===== config.mk =====
export PLATFORM = sky130hd
export DESIGN_NAME = seq_shiftright_flat
export DESIGN_NICKNAME = d
export VERILOG_FILES = /design/src/rtl/seq_shiftright_if.sv /design/src/rtl/seq_shiftright.sv /design/src/flat_wrapper.sv
export SDC_FILE = /design/constraint.sdc
export NUM_CORES = 1
export LEC_CHECK = 0
export CAP_MARGIN = 25
export CORE_AREA = 2 2 53 55
export CTS_CLUSTER_DIAMETER = 80
export DETAILED_ROUTE_END_ITERATION = 10
export DIE_AREA = 0 0 55 57
export PLACE_DENSITY = 0.86
export SLEW_MARGIN = 30
export SYNTH_ARGS = -nofsm -noshare
export SYNTH_HDL_FRONTEND = slang
export SYNTH_SLANG_ARGS = --single-unit

===== constraint.sdc =====
create_clock -name clk -period 1.7 [get_ports clk]
set_input_delay 0.34 -clock clk [delete_from_list [all_inputs] [get_ports clk]]
set_output_delay 0.34 -clock clk [all_outputs]
set_load 0.05 [all_outputs]

===== src/rtl/seq_shiftright_if.sv =====
// Request/response bundle for the iterative right shifter.
// The requester uses the master modport and the shifter uses the slave modport.
interface seq_shiftright_if #(
  parameter int N = 8
);
  logic         start;
  logic         arith;
  logic [N-1:0] a;
  logic [N-1:0] b;
  logic         busy;
  logic         done;
  logic [N-1:0] result;

  modport master (
    output start, arith, a, b,
    input  busy, done, result
  );

  modport slave (
    input  start, arith, a, b,
    output busy, done, result
  );
endinterface


===== src/rtl/seq_shiftright.sv =====
// Iterative right shifter, one bit position per clock, logical or arithmetic.
// This is a compact alternative to a barrel shifter when multi-cycle latency is acceptable.
module seq_shiftright #(
  parameter int N = 8
) (
  input  logic             clk,
  input  logic             rst_n,
  seq_shiftright_if.slave  bus
);
  localparam int           CW   = $clog2(N + 1);
  localparam logic [N-1:0] NMAX = N'(N);

  typedef enum logic [1:0] {
    IDLE  = 2'd0,
    SHIFT = 2'd1,
    DONE  = 2'd2
  } state_t;

  state_t        state;
  logic [N-1:0]  work;
  logic [CW-1:0] count;
  logic          mode;
  logic          busy_q;
  logic          done_q;
  logic [N-1:0]  result_q;
  logic [CW-1:0] start_count;

  // Any shift of N or more positions has the same effect as shifting by exactly N.
  assign start_count = (bus.b >= NMAX) ? CW'(N) : CW'(bus.b);

  always_ff @(posedge clk or negedge rst_n) begin
    if (!rst_n) begin
      state    <= IDLE;
      work     <= '0;
      count    <= '0;
      mode     <= 1'b0;
      busy_q   <= 1'b0;
      done_q   <= 1'b0;
      result_q <= '0;
    end else begin
      done_q <= 1'b0;
      case (state)
        IDLE, DONE: begin
          if (bus.start) begin
            work   <= bus.a;
            mode   <= bus.arith;
            count  <= start_count;
            state  <= SHIFT;
            busy_q <= 1'b1;
          end else begin
            state  <= IDLE;
            busy_q <= 1'b0;
          end
        end
        SHIFT: begin
          if (count != '0) begin
            work  <= {mode & work[N-1], work[N-1:1]};
            count <= count - 1'b1;
          end else begin
            result_q <= work;
            done_q   <= 1'b1;
            state    <= DONE;
            busy_q   <= 1'b0;
          end
        end
        default: begin
          state  <= IDLE;
          busy_q <= 1'b0;
        end
      endcase
    end
  end

  assign bus.busy   = busy_q;
  assign bus.done   = done_q;
  assign bus.result = result_q;
endmodule


===== src/flat_wrapper.sv =====
// flat-port wrapper written by rule: the top's interface ports become plain ports
module seq_shiftright_flat 
#(
  parameter int N = 8
)
  (clk, rst_n, bus_start, bus_arith, bus_a, bus_b, bus_busy, bus_done, bus_result);
  seq_shiftright_if #(.N(N)) bus_i ();
  input  logic clk;
  input  logic rst_n;
  input wire logic [$bits(bus_i.start)-1:0] bus_start;
  input wire logic [$bits(bus_i.arith)-1:0] bus_arith;
  input wire logic [$bits(bus_i.a)-1:0] bus_a;
  input wire logic [$bits(bus_i.b)-1:0] bus_b;
  output wire logic [$bits(bus_i.busy)-1:0] bus_busy;
  output wire logic [$bits(bus_i.done)-1:0] bus_done;
  output wire logic [$bits(bus_i.result)-1:0] bus_result;
  assign bus_i.start = bus_start;
  assign bus_i.arith = bus_arith;
  assign bus_i.a = bus_a;
  assign bus_i.b = bus_b;
  assign bus_busy = bus_i.busy;
  assign bus_done = bus_i.done;
  assign bus_result = bus_i.result;
  seq_shiftright #(.N(N)) u_core (.clk(clk), .rst_n(rst_n), .bus(bus_i));
endmodule

==> flow_summary_export.csv <==
group,metric,value,unit
power_and_ir_drop,p_leak,0.698,nW
floorplan,ios,30,
critical_path,crit_path_end_kind,"flop",
global_route,grt_pass1_vias,889,
clock_tree,clk_path_buf_depth,2,
clock_tree,cts_buffers,3,
cells_and_area,antenna_cells,0,
sta,min_period,1.60,ns
sta,slew_viol_final,0,
route,drc,0,
critical_path,reg2reg_slack,0.1,ns
sta,worst_pin_slew,0.316,ns
placed_design,io_buffers,29,
critical_path,crit-reg2reg-launch,"u_core.count[1]$_DFFE_PN0P_",
floorplan,start_util,0.457,
critical_path,startpoint,"u_core.count[1]$_DFFE_PN0P_",
critical_path,cpMaxStageDelayCell,"dfrtp_1",
synth,yosys_warnings,0,
sta,setup_ws,0.0986,ns
critical_path,endpoint,"u_core.bus.result[3]$_DFFE_PN0P_",
critical_path,cpPeakStageDelay,0.43,ns
sta,period_share,0.942,
global_route,grt_usage,0.179,
sta,finalHoldViolCount,0,
cells_and_area,mostFrequentLayoutCells,"dfrtp_1, nand2_1, clkdlybuf4s50_1, buf_4, nor2_1",
route,drt_iter0_markers,12,
route,ant_nets,0,
cells_and_area,fin_nets,164,
cells_and_area,layout_commonest_cell,"dfrtp_1",
synth,syn_area,0.00120,sq mm
global_route,grt_overflow,0,
clock_tree,tritoncts,"yes",
critical_path,crit_chain,"inv_1, ha_1, nor3b_4, buf_4, nand2_4, mux2_2",
floorplan,core_area,0.00262,sq mm
floorplan,die_y,57,um
synth,synth_nets,127,
clock_tree,clk_latency,0.32,ns
cells_and_area,n_fill_cell,222,
critical_path,rr_endpoint,"u_core.bus.result[3]$_DFFE_PN0P_",
critical_path,path_buf_inv,2,
sta,finalSetupViolCount,0,
sta,max_freq,0.624,GHz
route,drt_wl_total,2470,um
sta,slew_headroom,0.789,
critical_path,path_class,"reg -> reg",
cells_and_area,syn_to_final_growth,29.3,%
floorplan,die-area,0.00314,sq mm
synth,ys_ff_latch,25,
critical_path,cp_data_required_time,1.92,ns
synth,yosysTopAreaCell,"dfrtp_1",
route,routedWlPerCell,14.3,um
sta,holdWs,0.357,ns
synth,synth_cell_types,25,
clock_tree,root_buffer,"clkbuf_4",
floorplan,die_x,55,um
sta,clock_skew,0.00325,ns
critical_path,start_kind,"flop",
outcome,outcome,"finished clean",
hold_path,hold_path.class,"in -> async",
power_and_ir_drop,power_density,1950,mW/mm^2
global_route,grt_pass1_wl,4070,um
clock_tree,hold_buffers,0,
synth,yosys-top-cells-area,"dfrtp_1, mux2_2, a31oi_2",
critical_path,path_max_fanout,10,
synth,synth_cells,105,
critical_path,reg2regPathDepth,6,
power_and_ir_drop,ir_worst_vdd,1.15,mV
global_route,grt_max_degree,26,
global_route,antenna_found_initial,0,
clock_tree,cts_num_sinks,25,
synth,ys_seq_area_frac,0.523,
job,cap_violations,0,
sta,rsz0062_at_grt,"false",
clock_tree,cts_max_level,1,
placed_design,dp_hpwl,1890,um
route,viasPerCell,5.32,
floorplan,rows,19,
synth,synth_top_area_frac,0.523,
cells_and_area,drive_gt1_frac,0.305,
placed_design,dp_slack,-0.113,ns
route,drt_pre_antenna_iters,4,
critical_path,cp_top_family,"flip-flops",
critical_path,cp.arrival,1.82,ns
critical_path,cp.depth,6,
synth,synth.avg_cell_area,11.4,sq um
route,vias,915,
placed_design,routabilityCongestion,0.716,
clock_tree,clk_pin_slew,0.14,ns
[timing repair]
action / in CTS / in global routing
setup buffers: 0 / 2
setup endpoints to repair: 0 / 19
gates resized for setup: 0 / 3
[final cells by class]
| cell class | instances | area [sq um] | share of cell area |
|---|---|---|---|
| repair buffers | 37 | 325 | 0.210 |
| flip-flops and latches | 25 | 626 | 0.405 |
| well taps | 31 | 38.8 | 0.0251 |
| clock buffers | 3 | 22.5 | 0.0146 |
| inverters | 5 | 18.8 | 0.0121 |
| multi-input cells | 70 | 510 | 0.330 |
| clock inverters | 1 | 5.00 | 0.00324 |
[state kept, by name (all words and copies together) (netlist names)]
register and cells:
u_core.bus.done 1, u_core.work 8, u_core.mode 1, u_core.state 2, u_core.bus.busy 1, u_core.count 4
u_core.bus.result 8
[cell usage after synthesis]
library cell,count
nor2b_4,1
o21ai_0,2
a31oi_2,6
ha_1,2
dfrtp_1,25
mux2_2,8
nor3_1,1
nor3b_2,1
inv_1,5
nand2b_1,3
a22o_1,2
a32o_1,1
nor4_4,1
a22oi_1,1
or3_1,1
buf_4,1
nand2_1,20
nand2_2,1
a31oi_1,1
a31o_2,1
a22oi_4,1
nor2b_1,1
buf_6,4
a21oi_1,5
nor2_1,10
[through the flow]
stage / instance area (sq um) / util / total power (W) / cells / TNS (ns)
global placement: 1490 / 0.571 / 0.00264 / 166 / -0.00168
floorplan: 1200 / - / 0.00232 / 105 / 0
global route: 1550 / 0.591 / 0.00325 / 172 / 0
CTS: 1520 / 0.581 / 0.00299 / 170 / 0
finish: 1550 / 0.591 / 0.00302 / 172 / 0
detailed placement: 1490 / 0.571 / 0.00273 / 166 / -0.178
[cell families after synthesis]
logic type	count (synthesis)	synth area share
compound gates	20	0.152
flops	25	0.523
fa+ha+maj	2	0.0209
mux	8	0.0753
simple gates	40	0.169
buf+inv	10	0.0596
[worst min-delay path by stage]
stage / start / end / cells after the start / slack (ns)
2_1_floorplan: rst_n / u_core.bus.busy$_DFFE_PN0P_ / 0 / 0.04
3_3_place_gp: u_core.mode$_DFFE_PN0P_ / u_core.mode$_DFFE_PN0P_ / 2 / 0.46
3_5_place_dp: u_core.mode$_DFFE_PN0P_ / u_core.mode$_DFFE_PN0P_ / 2 / 0.46
4_1_cts: rst_n / u_core.bus.done$_DFF_PN0_ / 2 / 0.37
5_1_grt: rst_n / u_core.work[5]$_DFFE_PN0P_ / 2 / 0.38
6_report: rst_n / u_core.work[5]$_DFFE_PN0P_ / 2 / 0.36
[power by group]
part | internal [W] | switching [W] | total [W]
Clock | 0.0000881 | 0.000178 | 0.000266
Sequential | 0.000867 | 0.000195 | 0.00106
Combinational | 0.000709 | 0.000982 | 0.00169
[worst register-to-register path, cell delays in order (launching register included)]
cell and delay, ns:
dfrtp_1 0.43, inv_1 0.09, ha_1 0.15, nor3b_4 0.25
buf_4 0.17, nand2_4 0.11, mux2_2 0.31
[layer usage]
metal	GRT usage	wire length, um	vias up
met1	0.214	965	452
met5	0	0	-
met4	0.0767	75	0
met2	0.306	1320	25
met3	0.0314	106	8
li1	-	-	430
No activity file was read; power rests on OpenSTA's default activity.
